[src/rtl/pipe_stage_skid.sv]
// Generic pipeline stage register: valid/ready on both sides, registered in_ready, 2-entry skid buffer.
// Optional saturating performance counters are enabled by defining PIPE_STAGE_PERF_EN.
module pipe_stage_skid #(
    parameter int                 DATA_W = 96,
    parameter logic [DATA_W-1:0]  BUBBLE = {DATA_W{1'b0}},
    parameter int                 CNT_W  = 32
) (
    input  logic              clk,
    input  logic              rst,
    input  logic              flush,
    input  logic              in_valid,
    output logic              in_ready,
    input  logic [DATA_W-1:0] in_data,
    output logic              out_valid,
    input  logic              out_ready,
    output logic [DATA_W-1:0] out_data
`ifdef PIPE_STAGE_PERF_EN
    ,
    output logic [CNT_W-1:0]  perf_xfer_cnt,
    output logic [CNT_W-1:0]  perf_stall_cnt,
    output logic [CNT_W-1:0]  perf_flush_cnt
`endif
);

    logic              main_valid_q, main_valid_d;
    logic              skid_valid_q, skid_valid_d;
    logic              in_ready_q,   in_ready_d;
    logic [DATA_W-1:0] main_data_q,  main_data_d;
    logic [DATA_W-1:0] skid_data_q,  skid_data_d;
    logic              acc_s;
    logic              ret_s;

    assign acc_s = in_valid & in_ready_q;
    assign ret_s = main_valid_q & out_ready;

    // Next-state for both slots; flush dominates, data regs only load on a transfer.
    always_comb begin
        main_valid_d = main_valid_q;
        skid_valid_d = skid_valid_q;
        main_data_d  = main_data_q;
        skid_data_d  = skid_data_q;
        if (flush) begin
            main_valid_d = 1'b0;
            skid_valid_d = 1'b0;
            main_data_d  = BUBBLE;
            skid_data_d  = BUBBLE;
        end else begin
            case ({main_valid_q, skid_valid_q})
                2'b00: begin
                    if (acc_s) begin
                        main_valid_d = 1'b1;
                        main_data_d  = in_data;
                    end else begin
                        main_valid_d = 1'b0;
                    end
                end
                2'b10: begin
                    if (acc_s && ret_s) begin
                        main_data_d = in_data;
                    end else if (acc_s) begin
                        skid_valid_d = 1'b1;
                        skid_data_d  = in_data;
                    end else if (ret_s) begin
                        main_valid_d = 1'b0;
                        main_data_d  = BUBBLE;
                    end else begin
                        main_valid_d = 1'b1;
                    end
                end
                2'b11: begin
                    if (ret_s) begin
                        skid_valid_d = 1'b0;
                        main_data_d  = skid_data_q;
                        skid_data_d  = BUBBLE;
                    end else begin
                        skid_valid_d = 1'b1;
                    end
                end
                default: begin
                    // Orphaned skid entry cannot be ordered safely; drop to EMPTY.
                    main_valid_d = 1'b0;
                    skid_valid_d = 1'b0;
                    main_data_d  = BUBBLE;
                    skid_data_d  = BUBBLE;
                end
            endcase
        end
        in_ready_d = ~skid_valid_d;
    end

    // State and payload registers with synchronous reset.
    always_ff @(posedge clk) begin
        if (rst) begin
            main_valid_q <= 1'b0;
            skid_valid_q <= 1'b0;
            in_ready_q   <= 1'b1;
            main_data_q  <= BUBBLE;
            skid_data_q  <= BUBBLE;
        end else begin
            main_valid_q <= main_valid_d;
            skid_valid_q <= skid_valid_d;
            in_ready_q   <= in_ready_d;
            main_data_q  <= main_data_d;
            skid_data_q  <= skid_data_d;
        end
    end

    assign in_ready  = in_ready_q;
    assign out_valid = main_valid_q;
    assign out_data  = main_data_q;

`ifdef PIPE_STAGE_PERF_EN
    logic [CNT_W-1:0] xfer_cnt_q,  xfer_cnt_d;
    logic [CNT_W-1:0] stall_cnt_q, stall_cnt_d;
    logic [CNT_W-1:0] flush_cnt_q, flush_cnt_d;

    function automatic logic [CNT_W-1:0] sat_inc(input logic [CNT_W-1:0] v);
        if (&v) begin
            return v;
        end else begin
            return v + {{(CNT_W-1){1'b0}}, 1'b1};
        end
    endfunction

    // Counter next-state; a flush only counts when it actually killed data.
    always_comb begin
        xfer_cnt_d  = xfer_cnt_q;
        stall_cnt_d = stall_cnt_q;
        flush_cnt_d = flush_cnt_q;
        if (ret_s) begin
            xfer_cnt_d = sat_inc(xfer_cnt_q);
        end else begin
            xfer_cnt_d = xfer_cnt_q;
        end
        if (main_valid_q && !out_ready) begin
            stall_cnt_d = sat_inc(stall_cnt_q);
        end else begin
            stall_cnt_d = stall_cnt_q;
        end
        if (flush && (main_valid_q || skid_valid_q)) begin
            flush_cnt_d = sat_inc(flush_cnt_q);
        end else begin
            flush_cnt_d = flush_cnt_q;
        end
    end

    // Counter registers.
    always_ff @(posedge clk) begin
        if (rst) begin
            xfer_cnt_q  <= {CNT_W{1'b0}};
            stall_cnt_q <= {CNT_W{1'b0}};
            flush_cnt_q <= {CNT_W{1'b0}};
        end else begin
            xfer_cnt_q  <= xfer_cnt_d;
            stall_cnt_q <= stall_cnt_d;
            flush_cnt_q <= flush_cnt_d;
        end
    end

    assign perf_xfer_cnt  = xfer_cnt_q;
    assign perf_stall_cnt = stall_cnt_q;
    assign perf_flush_cnt = flush_cnt_q;
`endif

    pipe_stage_skid_chk #(
        .DATA_W (DATA_W),
        .CNT_W  (CNT_W)
    ) u_chk (
        .clk        (clk),
        .rst        (rst),
        .flush      (flush),
        .main_valid (main_valid_q),
        .skid_valid (skid_valid_q),
        .out_ready  (out_ready),
        .out_data   (main_data_q)
    );

endmodule

// Simulation-time protocol checks for pipe_stage_skid.
module pipe_stage_skid_chk #(
    parameter int DATA_W = 96,
    parameter int CNT_W  = 32
) (
    input logic              clk,
    input logic              rst,
    input logic              flush,
    input logic              main_valid,
    input logic              skid_valid,
    input logic              out_ready,
    input logic [DATA_W-1:0] out_data
);

    a_no_orphan_skid: assert property (@(posedge clk) disable iff (rst)
        !(!main_valid && skid_valid));

    a_hold_stable: assert property (@(posedge clk) disable iff (rst)
        (main_valid && !out_ready && !flush) |=> $stable(out_data));

    a_cnt_w: assert property (@(posedge clk) CNT_W >= 2);

endmodule

[config.mk]
export PLATFORM = sky130hd
export DESIGN_NAME = pipe_stage_skid
export DESIGN_NICKNAME = d
export VERILOG_FILES = /design/src/rtl/pipe_stage_skid.sv
export SDC_FILE = /design/constraint.sdc
export NUM_CORES = 1
export LEC_CHECK = 0
export ABC_AREA = 1
export CAP_MARGIN = 20
export CORE_UTILIZATION = 50
export DETAILED_ROUTE_END_ITERATION = 8
export GPL_ROUTABILITY_DRIVEN = 0
export GPL_TIMING_DRIVEN = 0
export PLACE_DENSITY_LB_ADDON = 0.15
export SYNTH_ARGS = -nofsm -noshare
export SYNTH_HDL_FRONTEND = slang
export SYNTH_SLANG_ARGS = --single-unit
[constraint.sdc]
create_clock -name clk -period 2.5 [get_ports clk]
set_clock_uncertainty 0.2 [all_clocks]
set_input_delay 0.375 -clock clk [delete_from_list [all_inputs] [get_ports clk]]
set_output_delay 0.375 -clock clk [all_outputs]
set_load 0.05 [all_outputs]
# Word level (Yosys, flattened, before mapping)
# Index checks and enable logic that the tools add are counted.
# totals
regBits,195
inputBits,101
output_inout_bits,98
wordCells,42
# classes
n_eq_ne,9
n_mux,17
bitwise_logic,5
n_reduce_logical,6
# ops
cell,n
96-bit two-way mux,6
96-bit case mux with 3 select lines,2
2-bit inequality test (second input constant),5
4-bit AND reduction,2
1-bit two-way mux,7
3-bit inequality test (second input constant),2
1-bit case mux with 3 select lines,2
2-bit == test (second input constant),2
1-bit inverter,3
3-bit AND reduction,1
1-bit AND,2
2-bit zero test,1
2-bit OR reduction,1
1-bit logical AND,1

# Depth between registers and ports, before layout
# Gate-level depths: netlist of run 1.
# logic_depth
ltp_word,6
depth_mapped,10
mapped_depth_nobuf,8

# Worst setup path before layout of run 1
# Ideal clock, no wire load.
# synth_path
path_type,register -> register
from,"reg main_valid_q, in the netlist out_valid"
to,reg skid_data_q[55]
setup_ns,0.116
arrival_time_ns,1.674
t_required_ns,2.184
slack_ns,0.510
path_stages_with_launch,11
n_path_buf,3
synth_period_minus_slack_ns,1.990
cell_sequence,dfxtp_1 -> buf_4 -> nand2_1 -> clkinv_1 -> nand2_1 -> nand2_2 -> inv_2 -> buf_4 -> buf_4 -> nor2_1 -> nor2_1
# synth_between
elab_chain_cells,4
word_cells_on_any_way,11
cone_classes,eq/ne: 5; mux: 1; bitwise: 2; reduce/logical: 3
# synth_lines
element,line_no,text
from (decl),25,"logic main_valid_q, main_valid_d;"
from (signal assigned),100,main_valid_q <= main_valid_d;
1-bit AND,34,assign ret_s = main_valid_q & out_ready;
1-bit logical AND,58,if (acc_s && ret_s) begin
2-bit inequality test (no source line),n/a,
4-bit AND reduction (no source line),n/a,
to (signal assigned),104,skid_data_q <= skid_data_d;
to (decl),29,"logic [DATA_W-1:0] skid_data_q, skid_data_d;"
# Several ways; a longest one is shown, not always the timed one.
# A chain may end at the register's enable or synchronous reset.

# Final worst setup path of run 1
# layout_path
from,in flush
to,"reg main_data_q[41], in the netlist out_data[41]"
# layout_between
elab_chain_cells,1
# layout_lines
element,line_no,text
from (decl),10,"input logic flush,"
2-bit OR reduction (no source line),n/a,
to (signal assigned),103,main_data_q <= main_data_d;
to (decl),28,"logic [DATA_W-1:0] main_data_q, main_data_d;"
# No other way between the ends.

==> run_results.csv, run 1 <==
group,metric,value,unit
final_layout,area.growth.synth_to_final,29.7,%
routing,wl,27.9,mm
final_layout,num_antenna_cells,0,
run_status,outcome,"finished, final reports clean",
timing,holdWs,263,ps
routing,via_count,10500,
clocking,insertion_delay,430,ps
timing,rsz0062_at_grt,"false",
hold_path,hold_path.class,"register to register",
critical_path,path_max_fanout,10,
synthesis,synth_fp_nets,1776,
floorplan,core.rowCount,51,
synthesis,ys_seq_area_frac,0.394,
synthesis,yosysUniqueCellTypes,17,
timing,fin_crit,2370,ps
critical_path,crit_path_max_incr_delay,500,ps
placement,placement.io_buffers,198,
timing,slew_headroom,0.458,
placement,place_hpwl,19.6,mm
clocking,cts_tree,"yes",
global_route,grtUsageTotal,0.272,
power,p_per_area,575,nW/um2
synthesis,synth_ff_type,"dfxtp_1",
timing,fin_ws,129,ps
synthesis,yosys-top-cells-area,"dfxtp_1 39%, nand2_1 22%, nor2_1 11%, inv_1 7.4%, a21oi_1 4.9%",
synthesis,yosysTopAreaCell,"dfxtp_1",
synthesis,synth_common_cells,"584 x nand2_1, 289 x nor2_1, 195 x dfxtp_1, 195 x inv_1, 97 x a21oi_1",
global_route,grt_pass1_vias,9311,
clocking,htreeDepth,4,
global_route,grt_pass1_wl,44.2,mm
run,cap_violations,0,
clocking,cts_made_buffers,17,
floorplan,fp.dieH,143,um
floorplan,io_pins,199,
power,p_leak,5.97,nW
synthesis,syn_inst,1675,
timing,fin_tns_setup,0,ps
global_route,antenna_found_initial,0,
critical_path,startpoint_type,"primary input",
final_layout,finish.utilization,0.661,
timing,hold_violations,0,
synthesis,yosysMostFrequentCell,"nand2_1",
routing,firstDrtPassIters,7,
global_route,grt_max_degree,18,
routing,drc,0,
critical_path,worstSetupPathType,"primary input to register",
timing,tightest_slew,813,ps
placement,pre_cts_slack,-569,ps
synthesis,ys_warn_count,0,
clocking,cts_sinks,195,
power,vdd_drop_max,511,uV
final_layout,drive_gt1_frac,0.0457,
critical_path,cp.arrival,2530,ps
critical_path,cp_cell_sequence,"clkdlybuf4s50_1, nor2_2, inv_2, clkbuf_1, clkbuf_1, a21oi_1",
floorplan,core,19500,um2
floorplan,die_x,143,um
final_layout,n_fill_cell,1829,
timing,setup-violations-final,0,
global_route,overflow,0,
clocking,postCtsSetupBuffers,0,
synthesis,yosysTopAreaCellShare,0.394,
synthesis,synth-edff-count,0,
synthesis,synthArstFlopShare,0,
routing,drt_iter0_markers,721,
routing,wl_per_cell,12.8,um
power,totalPowerFinal,0.00739,W
final_layout,multi_input_area,4760,um2
timing,period_share,0.949,
timing,fmaxAchievable,422,MHz
synthesis,synth_seq_cells,195,
timing,slew_violations,0,
critical_path,cp-end-kind,"register",
clocking,cts_max_path_buffers,2,
routing,antenna_left,0,
synthesis,avgSynthCellArea,5.92,um2
floorplan,start_util,0.509,
synthesis,synth_area,9920,um2
clocking,cts-root-buf,"clkbuf_16",
routing,vias_per_cell,4.86,
final_layout,seq_area,3900,um2
clocking,path_clk_slew,70,ps
final_layout,fin_nets,1993,
critical_path,required,2660,ps
critical_path,crit_top_cell,"clkbuf_1",
floorplan,dieArea,20400,um2
critical_path,critPathSlowestCell,"nor2_2",
-- registers in the layout, summed over array words and instances (netlist names) --
register,flops
skid_valid_q,1
out_data,96
skid_data_q,96
out_valid,1
in_ready,1
-- cell usage in the layout (no fill, tap or decap) --
| cell | instances |
|---|---|
| nand2_1 | 584 |
| nor2_1 | 288 |
| clkdlybuf4s50_1 | 198 |
| inv_1 | 195 |
| dfxtp_1 | 195 |
| a21oi_1 | 97 |
| nand3_1 | 96 |
| o21ai_0 | 94 |
| clkbuf_1 | 65 |
| buf_2 | 37 |
| clkbuf_16 | 17 |
| buf_4 | 9 |
| inv_2 | 4 |
| inv_6 | 4 |
| nor2_2 | 3 |
| o21ai_1 | 3 |
| clkbuf_8 | 3 |
| bufinv_16 | 3 |
| nand2_2 | 2 |
| clkinv_4 | 2 |
| o211ai_1 | 1 |
| buf_1 | 1 |
| clkinv_1 | 1 |
| clkinvlp_4 | 1 |
| clkinv_2 | 1 |
| inv_8 | 1 |
-- power by group --
group          leakage, nW  switching [W]  internal (W)  total, W
logic                 4.08       0.000781      0.000450   0.00123
registers             1.58      0.0000424       0.00319   0.00323
clock network        0.310        0.00125       0.00168   0.00293
total                 5.97        0.00208       0.00532   0.00739
-- routing by layer --
layer	GRT usage	up-vias	part of all wire
met5	0	-	0
met4	0.0951	0	0.022
met3	0.0500	38	0.061
met2	0.471	323	0.48
met1	0.338	4690	0.43
li1	-	5487	-
-- cell families after synthesis --
logic type      Yosys count  share of synthesized area
simple gates            973                      0.381
buf+inv                 312                      0.126
compound gates          195                     0.0987
flops                   195                      0.394
-- repair_timing --
action / in CTS / in global routing
hold buffers: 0 / 0
endpoints found under the setup margin: 30 / 0
resized for setup: 1 / 0
-- layout make-up --
cell class	count	share of cell area
Buffer	112	0.0389
Clock buffer	20	0.0363
Clock inverter	12	0.0129
Inverter	200	0.0584
Multi-Input combinational cell	1168	0.370
Sequential cell	195	0.303
Tap cell	265	0.0258
Timing Repair Buffer	198	0.154
-- final timing paths --
check,cells past startpoint,startpoint,end,slack (ps)
setup / recovery,6,flush,out_data[41],130
hold / removal,2,out_data[27],out_data[27],260
setup reg to reg,9,skid_valid_q,out_data[10],160
hold reg to reg,2,out_data[27],out_data[27],260
-- critical path: cells and delay by family --
kind	cells	cell delay, ps
AND/OR/NAND/NOR	1	500
buffers and inverters	4	1450
AO/OA/AOI/OAI	1	190
-- per-stage QoR --
| step | std cells | cell area, um2 |
|---|---|---|
| floorplan | 1675 | 9920 |
| global placement | 2138 | 12200 |
| global route | 2170 | 12900 |
| finish | 2170 | 12900 |
| detailed placement | 2138 | 12200 |
| CTS | 2170 | 12900 |
Power figures use the tool's default switching activity.
==> run 2, diff against run 1 <==
--- a/config.mk
+++ b/config.mk
@@ -12,6 +12,7 @@
 export GPL_ROUTABILITY_DRIVEN = 0
 export GPL_TIMING_DRIVEN = 0
 export PLACE_DENSITY_LB_ADDON = 0.15
+export SLEW_MARGIN = 0
 export SYNTH_ARGS = -nofsm -noshare
 export SYNTH_HDL_FRONTEND = slang
 export SYNTH_SLANG_ARGS = --single-unit
==> results of run 2 <==
The final DEF is identical to that of run 1; final timing and power are the same.
==> run 3, diff against run 2 <==
--- a/config.mk
+++ b/config.mk
@@ -6,12 +6,14 @@
 export NUM_CORES = 1
 export LEC_CHECK = 0
 export ABC_AREA = 1
+export ABC_CLOCK_PERIOD_IN_PS = 2500
 export CAP_MARGIN = 20
 export CORE_UTILIZATION = 50
 export DETAILED_ROUTE_END_ITERATION = 8
 export GPL_ROUTABILITY_DRIVEN = 0
 export GPL_TIMING_DRIVEN = 0
 export PLACE_DENSITY_LB_ADDON = 0.15
+export RECOVER_POWER = 50
 export SLEW_MARGIN = 0
 export SYNTH_ARGS = -nofsm -noshare
 export SYNTH_HDL_FRONTEND = slang
==> run_results.csv, run 3 (synthesis gave the netlist of run 1 again) <==
group,metric,value,unit
clocking,postCtsSetupBuffers,0,
power,intPower,0.00530,W
power,vdd_drop_max,512,uV
global_route,grt_pass1_wl,44.2,mm
timing,fin_tns_setup,0,ps
critical_path,cp.arrival,2510,ps
critical_path,worstSetupPathType,"primary input to register",
clocking,insertion_delay,430,ps
clocking,hold_buffers,0,
critical_path,startpoint_type,"primary input",
critical_path,path_max_fanout,10,
clocking,cts_sinks,195,
routing,drc,0,
placement,placement.io_buffers,198,
timing,fmaxAchievable,426,MHz
power,switching_power,0.00207,W
power,pwr-share-comb,0.164,
power,p_sw_frac,0.281,
clocking,cts-root-buf,"clkbuf_16",
clocking,htreeDepth,4,
timing,fin_ws,152,ps
global_route,grt_pass1_vias,9311,
floorplan,core,19500,um2
run,cap_violations,0,
placement,place_hpwl,19.6,mm
power,p_leak,6.25,nW
power,seq_power_share,0.438,
final_layout,area.growth.synth_to_final,29.6,%
timing,setup-violations-final,0,
floorplan,fp.dieH,143,um
global_route,overflow,0,
floorplan,die_x,143,um
final_layout,drive_gt1_frac,0.0430,
floorplan,start_util,0.509,
routing,firstDrtPassIters,6,
clocking,cts_made_buffers,17,
timing,slew_violations,0,
timing,hold_violations,0,
routing,antenna_left,0,
floorplan,io_pins,199,
clocking,cts_max_path_buffers,2,
global_route,grt_max_degree,18,
routing,drt_iter0_markers,720,
power,p_clk_frac,0.397,
floorplan,dieArea,20400,um2
timing,period_share,0.939,
timing,fin_crit,2350,ps
critical_path,required,2660,ps
final_layout,fin_nets,1993,
global_route,antenna_found_initial,0,
critical_path,cp-end-kind,"register",
global_route,grtUsageTotal,0.272,
final_layout,num_antenna_cells,0,
power,p_per_area,573,nW/um2
routing,wl_per_cell,12.8,um
routing,vias_per_cell,4.86,
clocking,cts_tree,"yes",
timing,rsz0062_at_grt,"false",
routing,via_count,10500,
timing,tightest_slew,769,ps
run_status,outcome,"finished, final reports clean",
clocking,path_clk_slew,70,ps
power,totalPowerFinal,0.00737,W
routing,wl,27.8,mm
floorplan,core.rowCount,51,
hold_path,hold_path.class,"register to register",
placement,pre_cts_slack,-569,ps
timing,slew_headroom,0.487,
final_layout,mostFrequentLayoutCell,"nand2_1",
final_layout,most-common-layout-cells,"585 x nand2_1, 288 x nor2_1, 197 x inv_1",
==> run 3: cell types whose count changed in the layout (fill, tap and decap cells not counted) <==
cell             change
buf_2                -4
buf_4                -2
clkbuf_1             +2
clkbuf_2             +4
clkdlybuf4s50_1     -89
dlygate4sd3_1       +89
inv_1                +2
inv_2                -2
nand2_1              +1
nand2_2              -1
==> run 3: layout make-up <==
class                      instances  area, um2
buffer                           112        493
timing repair buffer             198       1980
clock inverter                    12        166
tap                              265        332
sequential                       195       3900
inverter                         200        751
clock buffer                      20        467
fill                            1832       6610
multi-input combinational       1168       4760
==> run 3: metal layers <==
metal,track usage,up-vias,part of all wire
met5,0,-,0
met4,0.0951,0,0.022
met3,0.0500,39,0.060
met2,0.471,310,0.49
met1,0.338,4706,0.43
li1,-,5486,-
==> run 3: what timing repair did <==
item,in CTS,in global routing
gates resized for setup,1,0
setup endpoints to repair,30,0
hold endpoints to repair,0,0
==> run 3: worst paths after layout <==
kind / startpoint / endpoint / slack, ps / cells after the start
worst max-delay path: flush / out_data[42] / 150 / 6
worst min-delay path: out_data[19] / out_data[19] / 260 / 2
worst max register to register: skid_valid_q / out_data[41] / 150 / 9
worst min register to register: out_data[19] / out_data[19] / 260 / 2
==> run 3: worst max-delay path, cell delays in order <==
cell and delay [ps]:
clkdlybuf4s50_1 410, nor2_2 500, inv_2 260, clkbuf_1 410
clkbuf_1 350, a21oi_1 180
==> run 3: power by group through the flow <==
| stage | combinational, W | clock (W) | sequential, W |
|---|---|---|---|
| final | 0.00121 | 0.00293 | 0.00323 |
| after global routing | 0.00134 | 0.00309 | 0.00324 |
| after floorplan | 0.000565 | 0 | 0.00349 |
| after CTS | 0.00123 | 0.00296 | 0.00323 |
| after detailed placement | 0.00122 | 0 | 0.00330 |
| after global placement | 0.00121 | 0 | 0.00330 |
==> run 3: metrics by stage <==
stage	std cells	util	area (um2)	hold slack (ps)
final	2170	0.660	12900	260
after global routing	2170	0.660	12900	282
after CTS	2170	0.661	12900	266
after detailed placement	2138	0.628	12200	255
after global placement	2138	0.628	12200	251
after floorplan	1675	-	9920	256
